File: src/rtl/ddr_lane_dly_if.sv
// ddr_lane_dly_if: request handshake plus per-lane IOD delay-line controls and tap readback
interface ddr_lane_dly_if #(
  parameter int LANES = 2,
  parameter int TAP_W = 8,
  parameter int LANE_W = (LANES > 1) ? $clog2(LANES) : 1
);
  logic REQ_VALID;
  logic REQ_READY;
  logic [LANE_W-1:0] REQ_LANE;
  logic [TAP_W-1:0] REQ_TAP;
  logic REQ_LOAD;
  logic [LANES-1:0] DELAY_LINE_LOAD;
  logic [LANES-1:0] DELAY_LINE_MOVE;
  logic [LANES-1:0] DELAY_LINE_DIRECTION;
  logic [LANES-1:0] DELAY_LINE_OUT_OF_RANGE;
  logic [LANES*TAP_W-1:0] CUR_TAP;
  logic BUSY;
  logic DONE;
  logic ERR;
  logic [15:0] STEP_CNT;
  modport master (
    output REQ_VALID, REQ_LANE, REQ_TAP, REQ_LOAD, DELAY_LINE_OUT_OF_RANGE,
    input REQ_READY, DELAY_LINE_LOAD, DELAY_LINE_MOVE, DELAY_LINE_DIRECTION,
    input CUR_TAP, BUSY, DONE, ERR, STEP_CNT
  );
  modport slave (
    input REQ_VALID, REQ_LANE, REQ_TAP, REQ_LOAD, DELAY_LINE_OUT_OF_RANGE,
    output REQ_READY, DELAY_LINE_LOAD, DELAY_LINE_MOVE, DELAY_LINE_DIRECTION,
    output CUR_TAP, BUSY, DONE, ERR, STEP_CNT
  );
endinterface

File: src/rtl/ddr_lane_dly_ctrl.sv
// ddr_lane_dly_ctrl: steps one IOD lane's delay line to a target tap; DDR_LANE_DLY_STEP_CNT_EN adds a saturating STEP_CNT
module ddr_lane_dly_ctrl #(
  parameter int LANES = 2,
  parameter int TAP_W = 8,
  parameter int INIT_TAP = 1,
  parameter int MAX_TAP = 127,
  parameter int MOVE_GAP = 2
) (
  input logic FAB_CLK,
  input logic TX_SYNC_RST,
  ddr_lane_dly_if.slave bus
);
  localparam int LANE_W = (LANES > 1) ? $clog2(LANES) : 1;
  localparam int GAP_W = $clog2(MOVE_GAP + 1);
  localparam logic [2:0] IDLE = 3'd0, LOAD = 3'd1, WAIT = 3'd2, CHECK = 3'd3, MOVE = 3'd4, FIN = 3'd5, FAIL = 3'd6;
  logic [2:0] state, nxt;
  logic [LANE_W-1:0] lane, lane_d;
  logic [TAP_W-1:0] target, cur;
  logic [GAP_W-1:0] gap;
  logic [LANES*TAP_W-1:0] taps;
  logic [LANES-1:0] dir, ld, mv, sel;
  logic moved, accept, bad, oor, hit, ready, busy, done, err;
  assign accept = bus.REQ_VALID && state == IDLE;
  assign bad = 32'(bus.REQ_TAP) > MAX_TAP || 32'(bus.REQ_LANE) >= LANES;
  assign lane_d = accept && !bad ? bus.REQ_LANE : lane;
  assign sel = LANES'(1) << lane_d;
  assign cur = taps[lane*TAP_W +: TAP_W];
  assign oor = bus.DELAY_LINE_OUT_OF_RANGE[lane];
  assign hit = cur == target;
  // CHECK doubles as the last idle cycle of each gap, so WAIT holds MOVE_GAP-1 cycles
  always_comb begin
    nxt = IDLE;
    case (state)
      IDLE: nxt = !accept ? IDLE : bad ? FAIL : bus.REQ_LOAD ? LOAD : CHECK;
      LOAD, MOVE: nxt = MOVE_GAP > 1 ? WAIT : CHECK;
      WAIT: nxt = 32'(gap) >= MOVE_GAP - 2 ? CHECK : WAIT;
      CHECK: nxt = moved && oor ? FAIL : hit ? FIN : MOVE;
      default: nxt = IDLE;
    endcase
  end
  always_ff @(posedge FAB_CLK) begin
    if (TX_SYNC_RST) begin
      state <= IDLE;
      lane <= '0;
      target <= '0;
      gap <= '0;
      moved <= 1'b0;
      taps <= {LANES{TAP_W'(INIT_TAP)}};
      dir <= '0;
      ld <= '0;
      mv <= '0;
      ready <= 1'b1;
      busy <= 1'b0;
      done <= 1'b0;
      err <= 1'b0;
    end else begin
      state <= nxt;
      gap <= state == WAIT ? gap + 1'b1 : '0;
      if (accept && !bad) begin
        lane <= bus.REQ_LANE;
        target <= bus.REQ_TAP;
        moved <= 1'b0;
      end
      if (state == LOAD) taps[lane*TAP_W +: TAP_W] <= TAP_W'(INIT_TAP);
      if (state == MOVE) begin
        taps[lane*TAP_W +: TAP_W] <= dir[lane] ? cur + TAP_W'(1) : cur - TAP_W'(1);
        moved <= 1'b1;
      end
      // the IOD flagged the step just taken as past its limit, so undo it
      if (state == CHECK && nxt == FAIL) taps[lane*TAP_W +: TAP_W] <= dir[lane] ? cur - TAP_W'(1) : cur + TAP_W'(1);
      if (state == CHECK && nxt == MOVE) dir[lane] <= target > cur;
      ld <= nxt == LOAD ? sel : '0;
      mv <= nxt == MOVE ? sel : '0;
      ready <= nxt == IDLE;
      busy <= nxt != IDLE;
      done <= nxt == FIN;
      err <= nxt == FAIL;
    end
  end
  assign bus.REQ_READY = ready;
  assign bus.DELAY_LINE_LOAD = ld;
  assign bus.DELAY_LINE_MOVE = mv;
  assign bus.DELAY_LINE_DIRECTION = dir;
  assign bus.CUR_TAP = taps;
  assign bus.BUSY = busy;
  assign bus.DONE = done;
  assign bus.ERR = err;
`ifdef DDR_LANE_DLY_STEP_CNT_EN
  logic [15:0] step_cnt;
  always_ff @(posedge FAB_CLK) begin
    if (TX_SYNC_RST) step_cnt <= '0;
    else if (state == MOVE && step_cnt != 16'hFFFF) step_cnt <= step_cnt + 16'd1;
  end
  assign bus.STEP_CNT = step_cnt;
`else
  assign bus.STEP_CNT = '0;
`endif
endmodule

File: src/flat_wrapper.sv
// flat-port wrapper written by rule: the top's interface ports become plain ports
module ddr_lane_dly_ctrl_flat 
#(
  parameter int LANES = 2,
  parameter int TAP_W = 8,
  parameter int INIT_TAP = 1,
  parameter int MAX_TAP = 127,
  parameter int MOVE_GAP = 2
)
  (FAB_CLK, TX_SYNC_RST, bus_REQ_VALID, bus_REQ_LANE, bus_REQ_TAP, bus_REQ_LOAD, bus_DELAY_LINE_OUT_OF_RANGE, bus_REQ_READY, bus_DELAY_LINE_LOAD, bus_DELAY_LINE_MOVE, bus_DELAY_LINE_DIRECTION, bus_CUR_TAP, bus_BUSY, bus_DONE, bus_ERR, bus_STEP_CNT);
  ddr_lane_dly_if #(.LANES(LANES), .TAP_W(TAP_W)) bus_i ();
  input logic FAB_CLK;
  input logic TX_SYNC_RST;
  input wire logic [$bits(bus_i.REQ_VALID)-1:0] bus_REQ_VALID;
  input wire logic [$bits(bus_i.REQ_LANE)-1:0] bus_REQ_LANE;
  input wire logic [$bits(bus_i.REQ_TAP)-1:0] bus_REQ_TAP;
  input wire logic [$bits(bus_i.REQ_LOAD)-1:0] bus_REQ_LOAD;
  input wire logic [$bits(bus_i.DELAY_LINE_OUT_OF_RANGE)-1:0] bus_DELAY_LINE_OUT_OF_RANGE;
  output wire logic [$bits(bus_i.REQ_READY)-1:0] bus_REQ_READY;
  output wire logic [$bits(bus_i.DELAY_LINE_LOAD)-1:0] bus_DELAY_LINE_LOAD;
  output wire logic [$bits(bus_i.DELAY_LINE_MOVE)-1:0] bus_DELAY_LINE_MOVE;
  output wire logic [$bits(bus_i.DELAY_LINE_DIRECTION)-1:0] bus_DELAY_LINE_DIRECTION;
  output wire logic [$bits(bus_i.CUR_TAP)-1:0] bus_CUR_TAP;
  output wire logic [$bits(bus_i.BUSY)-1:0] bus_BUSY;
  output wire logic [$bits(bus_i.DONE)-1:0] bus_DONE;
  output wire logic [$bits(bus_i.ERR)-1:0] bus_ERR;
  output wire logic [$bits(bus_i.STEP_CNT)-1:0] bus_STEP_CNT;
  assign bus_i.REQ_VALID = bus_REQ_VALID;
  assign bus_i.REQ_LANE = bus_REQ_LANE;
  assign bus_i.REQ_TAP = bus_REQ_TAP;
  assign bus_i.REQ_LOAD = bus_REQ_LOAD;
  assign bus_i.DELAY_LINE_OUT_OF_RANGE = bus_DELAY_LINE_OUT_OF_RANGE;
  assign bus_REQ_READY = bus_i.REQ_READY;
  assign bus_DELAY_LINE_LOAD = bus_i.DELAY_LINE_LOAD;
  assign bus_DELAY_LINE_MOVE = bus_i.DELAY_LINE_MOVE;
  assign bus_DELAY_LINE_DIRECTION = bus_i.DELAY_LINE_DIRECTION;
  assign bus_CUR_TAP = bus_i.CUR_TAP;
  assign bus_BUSY = bus_i.BUSY;
  assign bus_DONE = bus_i.DONE;
  assign bus_ERR = bus_i.ERR;
  assign bus_STEP_CNT = bus_i.STEP_CNT;
  ddr_lane_dly_ctrl #(.LANES(LANES), .TAP_W(TAP_W), .INIT_TAP(INIT_TAP), .MAX_TAP(MAX_TAP), .MOVE_GAP(MOVE_GAP)) u_core (.FAB_CLK(FAB_CLK), .TX_SYNC_RST(TX_SYNC_RST), .bus(bus_i));
endmodule
File: config.mk
export PLATFORM = sky130hd
export DESIGN_NAME = ddr_lane_dly_ctrl_flat
export DESIGN_NICKNAME = d
export VERILOG_FILES = /design/src/rtl/ddr_lane_dly_if.sv /design/src/rtl/ddr_lane_dly_ctrl.sv /design/src/flat_wrapper.sv
export SDC_FILE = /design/constraint.sdc
export NUM_CORES = 1
export LEC_CHECK = 0
export CAP_MARGIN = 10
export CORE_ASPECT_RATIO = 1.1
export CORE_MARGIN = 5
export CORE_UTILIZATION = 46
export CTS_CLUSTER_DIAMETER = 150
export DETAILED_ROUTE_END_ITERATION = 6
export PLACE_DENSITY = 0.75
export SLEW_MARGIN = 0
export SYNTH_ARGS = -nofsm -noshare
export SYNTH_HDL_FRONTEND = slang
export SYNTH_SLANG_ARGS = --single-unit
File: constraint.sdc
create_clock -name FAB_CLK -period 2.48 [get_ports FAB_CLK]
set_input_delay 0.496 -clock FAB_CLK [delete_from_list [all_inputs] [get_ports FAB_CLK]]
set_output_delay 0.496 -clock FAB_CLK [all_outputs]
set_load 0.01 [all_outputs]
==> run metrics, run 1 <==
clock sink total=39; CTS hold repair buffers=0; Power Dens Cells=491 nW/um^2; relative slew slack=0.312; Mapped Area=2630 um^2; Initial Utilization=0.465; Warnings, synthesis=0; largest net degree at the start of global routing=19; DP Cell Count=433; worst-margin pin slew=1.02 ns; Avg Synthesized Cell Area=8.60 um^2; drt via density=5.78; CTS tree=yes; Final Instance Area=3440 um^2; 1st-iter DRT viols=168; CTS Buf Count=5; Area growth syn-to-layout=30.7%; Final setup viols=0; grt total ovfl=0; global placement routability congestion=0.946; layout cells sized above 1=0.191; Detailed Routing Iterations Pass 1=5; Critical Path AT=2.61 ns; max-cap violations=0; # fillers=508; Skew-Pair Late Insertion Delay=0.30 ns; worst-case clock buffer depth=2; Worst Skew=0.00964 ns; fraction of registers with async set/reset=0; initial antenna violation count=0; PortBufs=40; Synth cell types=60; largest area contributor in the netlist=dfxtp_1; total track usage=0.202; final worst path period need=2.39 ns; DRC errors left=0; fmax=418 MHz; Synth area leaders=dfxtp_1 30%, mux2i_1 5.7%, nor2_1 5.4%; most common cell after layout, fill and taps aside=clkdlybuf4s50_1; vias in the first global route=2311; #FFs+latches synth=39; post-synth top area share=0.297; Reg area=785 um^2; ant diodes=0; Post-Route Setup TNS=0 ns; critical path class=flop to flop; Multi-input gate area=1720 um^2; Critical Path Start Type=flop; Post-Synthesis Cells=306; number of flops mapped to enable cells by yosys=0; Placed Area=3180 um^2; DP HPWL=5.40 mm; Layout Nets=395; Root Driver=clkbuf_8; Worst Hold Depth=1; I/O pin count=57; status=finished, final reports clean; Wirelength per Cell=16.6 um; Primary FF master, synth=dfxtp_1; VDD IR-drop max=0.381 mV; Hold Vio Cnt, Final=0; CP required=2.70 ns; final worst-path cycle share=0.964; Slew Viols, Final=0; CORE AREA=5660 um^2; Reg2Reg Depth=11; Routed WL=7.44 mm; most frequent cells in the layout=40 x clkdlybuf4s50_1, 38 x nor2_1, 38 x dfxtp_1; CTS H-Tree Depth=2; Reg clk slew, reported paths=0.09 ns; die area=7340 um^2; Die Wd=82.1 um; die height=89.3 um; leakage power=1.32 nW; remaining antenna violation count=0; global-route wire length before repair=11.2 mm; Critical Path Sink Type=flop; post-route non-filler standard cell count=448; via count=2590; worst hold path type=flop to flop; critical path peak fanout=8; sequential area share after synthesis=0.297; FP Rows=29
==> power breakdown <==
group	internal [mW]	total [mW]	switching [mW]	leakage, nW
combinational	0.219	0.464	0.245	0.947
sequential	0.657	0.682	0.0253	0.317
clock	0.300	0.545	0.245	0.0581
total	1.18	1.69	0.515	1.32
==> layer usage <==
metal / part of all wire / GRT usage / vias to the layer above
li1: - / - / 1224
met1: 0.42 / 0.250 / 1245
met2: 0.51 / 0.359 / 108
met3: 0.058 / 0.0262 / 13
met4: 0.016 / 0.0665 / 0
met5: 0 / 0 / -
==> cell usage after synthesis (5+ instances only) <==
master and number:
ha_1 10, buf_4 18, a21oi_1 14, a211oi_1 7
buf_2 6, a221oi_1 5, nand3_1 8, nand2_1 11
nor2_1 38, or3_1 5, inv_1 11, mux2i_1 15
o21a_1 5, o22ai_1 5, xnor2_1 6, dfxtp_1 39
nor3_1 7, xor2_1 7, a22oi_1 6, o21ai_0 7
==> critical path: stages (launching register included) <==
cell      delay, ns
dfxtp_4        0.37
buf_12         0.14
buf_4          0.14
mux2i_1        0.11
buf_4          0.16
ha_4           0.26
nand4_1        0.14
a211oi_2       0.24
o21ai_1        0.10
nor2b_4        0.14
or2_4          0.26
nor4b_2        0.25
==> final cells by class <==
type                       instances  share of cell area
multi-input combinational        239               0.500
sequential                        39               0.228
timing repair buffer              74               0.199
tap                               77              0.0280
clock buffer                       5              0.0200
clock inverter                     3              0.0127
inverter                          11              0.0120
==> cells by family (layout without fill, tap and decap cells) <==
logic type / count (synthesis) / count (layout) / share of synthesized area
buf+inv: 43 / 93 / 0.0989
fa+ha+maj: 10 / 10 / 0.0475
flops: 39 / 39 / 0.297
mux: 20 / 20 / 0.0908
xor+xnor: 13 / 13 / 0.0433
compound gates: 80 / 80 / 0.219
simple gates: 100 / 100 / 0.203
other cells: 1 / 16 / 0.00142
==> final timing paths <==
check                   start                       endpoint  slack [ns]
max reg2reg       u_core.lane  u_core.bus.DELAY_LINE_LOAD[0]        0.09
min reg2reg  u_core.target[7]               u_core.target[7]        0.48
max               u_core.lane  u_core.bus.DELAY_LINE_LOAD[0]        0.09
min          u_core.target[7]               u_core.target[7]        0.48
==> state kept, by name, indices dropped and copies added, names as in the netlist <==
signal,cells
u_core.state,3
u_core.target,8
u_core.bus.REQ_READY,1
u_core.bus.DELAY_LINE_MOVE,2
u_core.bus.DONE,1
u_core.bus.BUSY,1
u_core.bus.ERR,1
u_core.moved,1
u_core.bus.DELAY_LINE_DIRECTION,2
u_core.bus.CUR_TAP,16
u_core.lane,1
u_core.bus.DELAY_LINE_LOAD,2
==> stage by stage <==
step / setup WS [ns] / power [mW] / hold WS [ns] / util
2_1_floorplan: 0.0674 / 0.987 / 0.460 / -
3_3_place_gp: 0.0341 / 1.11 / 0.475 / 0.562
3_5_place_dp: -0.0384 / 1.12 / 0.476 / 0.562
4_1_cts: 0.0444 / 1.65 / 0.488 / 0.583
5_1_grt: -0.0125 / 1.77 / 0.497 / 0.608
6_report: 0.0891 / 1.69 / 0.483 / 0.608
==> repair_timing <==
| action | CTS | global route |
|---|---|---|
| setup buffers | 0 | 6 |
| cloned | 0 | 1 |
| gates resized for setup | 2 | 11 |
| endpoints found under the setup margin | 1 | 8 |
| pin swaps | 0 | 5 |
(Power assumes the default switching activity.)
==> inputs of run 2 (changes only) <==
CORE_MARGIN = not set   (was 5)
GPL_TIMING_DRIVEN = 1   (was not set)
==> run 2 against run 1 <==
Against the previous run: clock skew fell by 0.0050 ns; routed wire length is 2.7% lower; non-clock buffer count shrank 3; worst setup slack improved by 0.00050 ns; hold slack about the same; critical path type unchanged; critical endpoint unchanged.
==> run metrics, run 2 (synthesis gave the netlist of run 1 again) <==
global placement routability congestion=0.919 (-2.8%); Area growth syn-to-layout=30.1%; CTS Buf Count=5 (unchanged); Critical Path AT=2.60 ns (about the same); remaining antenna violation count=0 (unchanged); Die Wd=74.1 um (-9.7%); clock sink total=39 (unchanged); max-cap violations=0 (unchanged); die area=6030 um^2 (-18%); grt total ovfl=0 (unchanged); CP peak stage delay=0.38 ns (about the same); final worst path period need=2.39 ns (-0.000504 ns); VDD IR-drop max=0.360 mV (-5.5%); Finished Core Util=0.631 (+0.0230); initial antenna violation count=0 (unchanged); Critical Path Source=u_core.lane; Slew Viols, Final=0 (unchanged); hold_ws=0.483 ns (+0.000342 ns); via count=2576 (-0.54%); total track usage=0.245 (+0.0430); Reg power frac=0.433 (+0.030); switch share=0.328 (+0.0231); CP delay by family, top=simple AND/OR/NAND/NOR gates; final worst-path cycle share=0.964 (about the same); Worst Skew=0.00465 ns (-0.00500 ns); worst-case clock buffer depth=2 (unchanged); # fillers=462 (-9.1%); Detailed Routing Iterations Pass 1=5 (unchanged); leakage power=1.28 nW (-3.0%); Critical Path Sink Type=flop; I/O pin count=57 (unchanged); Routed WL=7.24 mm (-2.7%); global-route wire length before repair=11.2 mm (unchanged); worst hold path type=flop to flop; Root Driver=clkbuf_8; relative slew slack=0.465 (+0.153); RR Startpoint=u_core.lane; Power Dens Cells=464 nW/um^2 (-5.5%); Final setup viols=0 (unchanged); Post-Route Setup TNS=0 ns (unchanged); largest net degree at the start of global routing=28 (+9); Wirelength per Cell=16.3 um (-1.6%); fmax=418 MHz (about the same); FP Rows=28 (-3.4%); CTS H-Tree Depth=2 (unchanged); Initial Utilization=0.485 (+0.0197); DP HPWL=5.00 mm (-7.3%); max FFs per register=16 (unchanged); Clock power frac=0.281 (-0.041); status=finished, final reports clean; ant diodes=0 (unchanged); Hold Startpoint=u_core.target[7]; worst-margin pin slew=0.797 ns (-0.228 ns); 1st-iter DRT viols=322 (+92%); die height=81.3 um (-9.0%); CP cell instances=buf_12 > nand2_2 > and2_4 > inv_1 > ha_1 > nand4_1 > a211oi_2 > o21ai_1 > nor2b_4 > or2_4 > nor4b_4; vias in the first global route=2328 (+0.74%); Layout Nets=392 (-0.76%); CP required=2.69 ns (about the same); critical path peak fanout=7 (-1); Net Sw Power=0.522 mW (+1.2%); final setup margin=0.0896 ns (+0.000504 ns); CORE AREA=5430 um^2 (-4.1%); Hold Vio Cnt, Final=0 (unchanged); critical path class=flop to flop; DRC errors left=0 (unchanged); worst path bufs/invs=2 (-1); cell internal pwr=1.07 mW (-9.1%); Reg clk slew, reported paths=0.08 ns (about the same); most common cell after layout, fill and taps aside=clkdlybuf4s50_1; CTS tree=yes; drt via density=5.81 (+0.58%); pre-CTS setup slack=-0.0411 ns (-0.00263 ns); CTS hold repair buffers=0 (unchanged); most frequent cells in the layout=40 x clkdlybuf4s50_1, 38 x nor2_1, 38 x dfxtp_1; share of total power in combinational logic=0.287 (+0.012); layout cells sized above 1=0.185 (-0.00659); Multi-input gate area=1740 um^2 (+0.95%); Reg area=785 um^2 (unchanged); PortBufs=40 (unchanged); Skew-Pair Late Insertion Delay=0.30 ns (about the same); Slowest cell on crit path=dfxtp_4; Critical Path Start Type=flop
[run 2: final cells by class]
type	count	share of cell area
clock buffers	5	0.0201
clock inverters	3	0.00584
inverters	11	0.0121
multi-input cells	239	0.507
flip-flops and latches	39	0.229
well taps	75	0.0274
repair buffers	71	0.199
[run 2: worst register-to-register path, stage by stage (launching register included)]
cell	delay, ns
dfxtp_4	0.38
buf_12	0.16
nand2_2	0.10
and2_4	0.16
inv_1	0.06
ha_1	0.27
nand4_1	0.13
a211oi_2	0.22
o21ai_1	0.11
nor2b_4	0.14
or2_4	0.28
nor4b_4	0.29
[run 2: power groups by stage]
stage                     registers (mW)  clock network, mW  logic [mW]
final                              0.688              0.446       0.456
after global routing               0.693              0.482       0.494
after CTS                          0.686              0.450       0.414
after detailed placement           0.699                  0       0.406
after global placement             0.699                  0       0.400
after floorplan                    0.698                  0       0.289
[run 2: path summary, 6_finish.rpt]
path	depth (start not counted)	slack (ns)	endpoint
worst min-delay path	1	0.48	u_core.target[7]
worst min register to register	1	0.48	u_core.target[7]
worst max register to register	11	0.09	u_core.bus.DELAY_LINE_LOAD[0]
worst max-delay path	11	0.09	u_core.bus.DELAY_LINE_LOAD[0]
[run 2: per-layer routing]
metal,global-route usage,share of wire
met4,0.0942,0.022
met3,0.0533,0.084
met1,0.307,0.41
met2,0.405,0.49
met5,0,0
[run 2: timing repair]
item | in CTS | in global routing
resized for setup | 2 | 14
pin swaps | 0 | 4
cloned | 0 | 2
endpoints found under the setup margin | 3 | 9
buffers inserted | 0 | 5
[run 2: through the flow]
stage / std cells / instance area (um^2) / power [mW]
3_3_place_gp: 428 / 3160 / 1.10
3_5_place_dp: 428 / 3160 / 1.11
2_1_floorplan: 321 / 2690 / 0.987
4_1_cts: 436 / 3260 / 1.55
5_1_grt: 443 / 3430 / 1.67
6_report: 443 / 3430 / 1.59
==> inputs of run 3 (changes only) <==
CORE_MARGIN = 5   (was not set)
PLACE_DENSITY = 0.76   (was 0.75)
==> run 3 against run 2 <==
Against the previous run: hold slack improved by 0.012 ns; clock skew rose by 0.0072 ns; sequential power rose by 1%; maximum frequency rose by 3.4%; first-iteration DRC count fell by 31%; flip-flop and latch count did not move; power rose by 9.4%; die area rose by 22%; critical path depth fell by 1; sequential share of layout area rose by 0.75 points; routed wire length fell by 1.8%; global-route usage fell by 4.1 points; critical endpoint unchanged; largest power group unchanged.
==> run metrics, run 3 (synthesis gave the netlist of run 1 again) <==
CTS H-Tree Depth=2 (unchanged); Critical Path Sink Type=flop; Reg clk slew, reported paths=0.08 ns (about the same); final worst path period need=2.31 ns (-0.0782 ns); Placed Area=3170 um^2 (+0.55%); PortBufs=40 (unchanged); via count=2549 (-1.0%); fmax=432 MHz (+3.4%); Die Wd=82.1 um (+11%); Net Sw Power=0.487 mW (-6.7%); vias in the first global route=2410 (+3.5%); switch share=0.280 (-0.0482); status=finished, final reports clean; drt via density=5.79 (-0.37%); Clock power frac=0.365 (+0.084); r2r setup slk=0.17 ns (+0.08 ns); unrepaired setup endpoints after global routing=true; initial antenna violation count=0 (unchanged); critical path class=flop to flop; leakage power=1.26 nW (-1.7%); die height=89.3 um (+9.8%); worst-margin pin slew=0.681 ns (-0.116 ns); Wirelength per Cell=16.1 um (-1.2%); Slew Viols, Final=0 (unchanged); Final Instance Area=3320 um^2 (-3.2%); Worst Skew=0.0119 ns (+0.00724 ns); FP Rows=29 (+3.6%); worst hold path type=flop to flop; CTS tree=yes; grt total ovfl=0 (unchanged); DRC errors left=0 (unchanged); setup bufs post-CTS=0 (unchanged); CTS hold repair buffers=0 (unchanged); 1st-iter DRT viols=223 (-31%); Overall Power=1.74 mW (+9.4%); # fillers=538 (+16%); final setup margin=0.168 ns (+0.0782 ns); Reg power frac=0.399 (-0.034); Critical Path Start Type=flop; CTS Buf Count=5 (unchanged); clock sink total=39 (unchanged); Layout Nets=387 (-1.3%); die area=7340 um^2 (+22%); ant diodes=0 (unchanged); remaining antenna violation count=0 (unchanged); Root Driver=clkbuf_8; worst-case clock buffer depth=2 (unchanged); Finished Core Util=0.586 (-0.0449); max FFs per register=16 (unchanged); layout cells sized above 1=0.149 (-0.0360); share of total power in combinational logic=0.236 (-0.051); pre-CTS setup slack=-0.0116 ns (+0.0295 ns); most frequent cells in the layout=40 x clkdlybuf4s50_1, 38 x nor2_1, 38 x dfxtp_1; CORE AREA=5660 um^2 (+4.2%); global-route wire length before repair=11.5 mm (+2.4%); max-cap violations=0 (unchanged); Initial Utilization=0.465 (-0.0197); Skew-Pair Late Insertion Delay=0.30 ns (about the same); most common cell after layout, fill and taps aside=clkdlybuf4s50_1; total track usage=0.203 (-0.0411); Area growth syn-to-layout=26.0%; relative slew slack=0.543 (+0.0780); CP required=2.68 ns (about the same); cell internal pwr=1.25 mW (+17%); largest net degree at the start of global routing=18 (-36%); critical path peak fanout=8 (+1); Hold Vio Cnt, Final=0 (unchanged); global placement routability congestion=0.905 (-1.5%); I/O pin count=57 (unchanged); Critical Path AT=2.51 ns (-0.09 ns); Detailed Routing Iterations Pass 1=5 (unchanged); final worst-path cycle share=0.932 (-0.0315); VDD IR-drop max=0.443 mV (+23%); Final setup viols=0 (unchanged); Routed WL=7.11 mm (-1.8%); DP HPWL=5.48 mm (+9.5%); Power Dens Cells=525 nW/um^2 (+13%)
run 3: changes by cell type in the layout (fill, tap and decap cells not counted), sizes merged:
cell,delta
buf,-3
bufinv,+2
clkbuf,-1
clkinv,-1
clkinvlp,-2
run 3: timing repair:
item / in CTS / in global routing
endpoints found under the setup margin: 0 / 9
gates resized for setup: 0 / 3
endpoints found under the hold margin: 0 / 0
run 3: metrics by stage:
step	cells	TNS, ns	hold WS [ns]
2_1_floorplan	321	0	0.460
3_3_place_gp	432	0	0.473
3_5_place_dp	432	-0.0116	0.487
4_1_cts	440	0	0.499
5_1_grt	440	-0.0103	0.529
6_report	440	0	0.496
run 3: metal layers:
| metal | GRT usage | up-vias | share of wire |
|---|---|---|---|
| met5 | 0 | - | 0 |
| li1 | - | 1203 | - |
| met2 | 0.346 | 121 | 0.50 |
| met4 | 0.0921 | 0 | 0.028 |
| met1 | 0.244 | 1202 | 0.39 |
| met3 | 0.0433 | 23 | 0.077 |
run 3: cell type report:
cell class	count	area, um^2	share of cell area
Tap cell	77	96.3	0.0290
Clock buffer	6	72.6	0.0219
Timing Repair Buffer	66	608	0.183
Sequential cell	39	785	0.237
Clock inverter	2	60.1	0.0181
Inverter	11	41.3	0.0124
Multi-Input combinational cell	239	1650	0.499
run 3: worst max-delay path: stages, from the launching register on:
cell and delay, ns:
dfxtp_4 0.36, buf_4 0.16, mux2i_1 0.12, buf_4 0.16, ha_1 0.30, nand4_1 0.14, a211oi_2 0.23, o21ai_1 0.09
nor2b_4 0.14, or2_4 0.25, nor4b_1 0.27
run 3: final timing paths:
| kind | startpoint | to | depth (start not counted) |
|---|---|---|---|
| setup / recovery | u_core.lane | u_core.bus.DELAY_LINE_LOAD[0] | 10 |
| hold / removal | u_core.target[7] | u_core.target[7] | 1 |
| setup reg to reg | u_core.lane | u_core.bus.DELAY_LINE_LOAD[0] | 10 |
| hold reg to reg | u_core.target[7] | u_core.target[7] | 1 |
run 3: power groups by stage:
stage	clock, mW	combinational [mW]	sequential, mW
6_report	0.635	0.410	0.695
5_1_grt	0.675	0.448	0.700
4_1_cts	0.642	0.405	0.695
3_5_place_dp	0	0.403	0.710
3_3_place_gp	0	0.392	0.708
2_1_floorplan	0	0.289	0.698
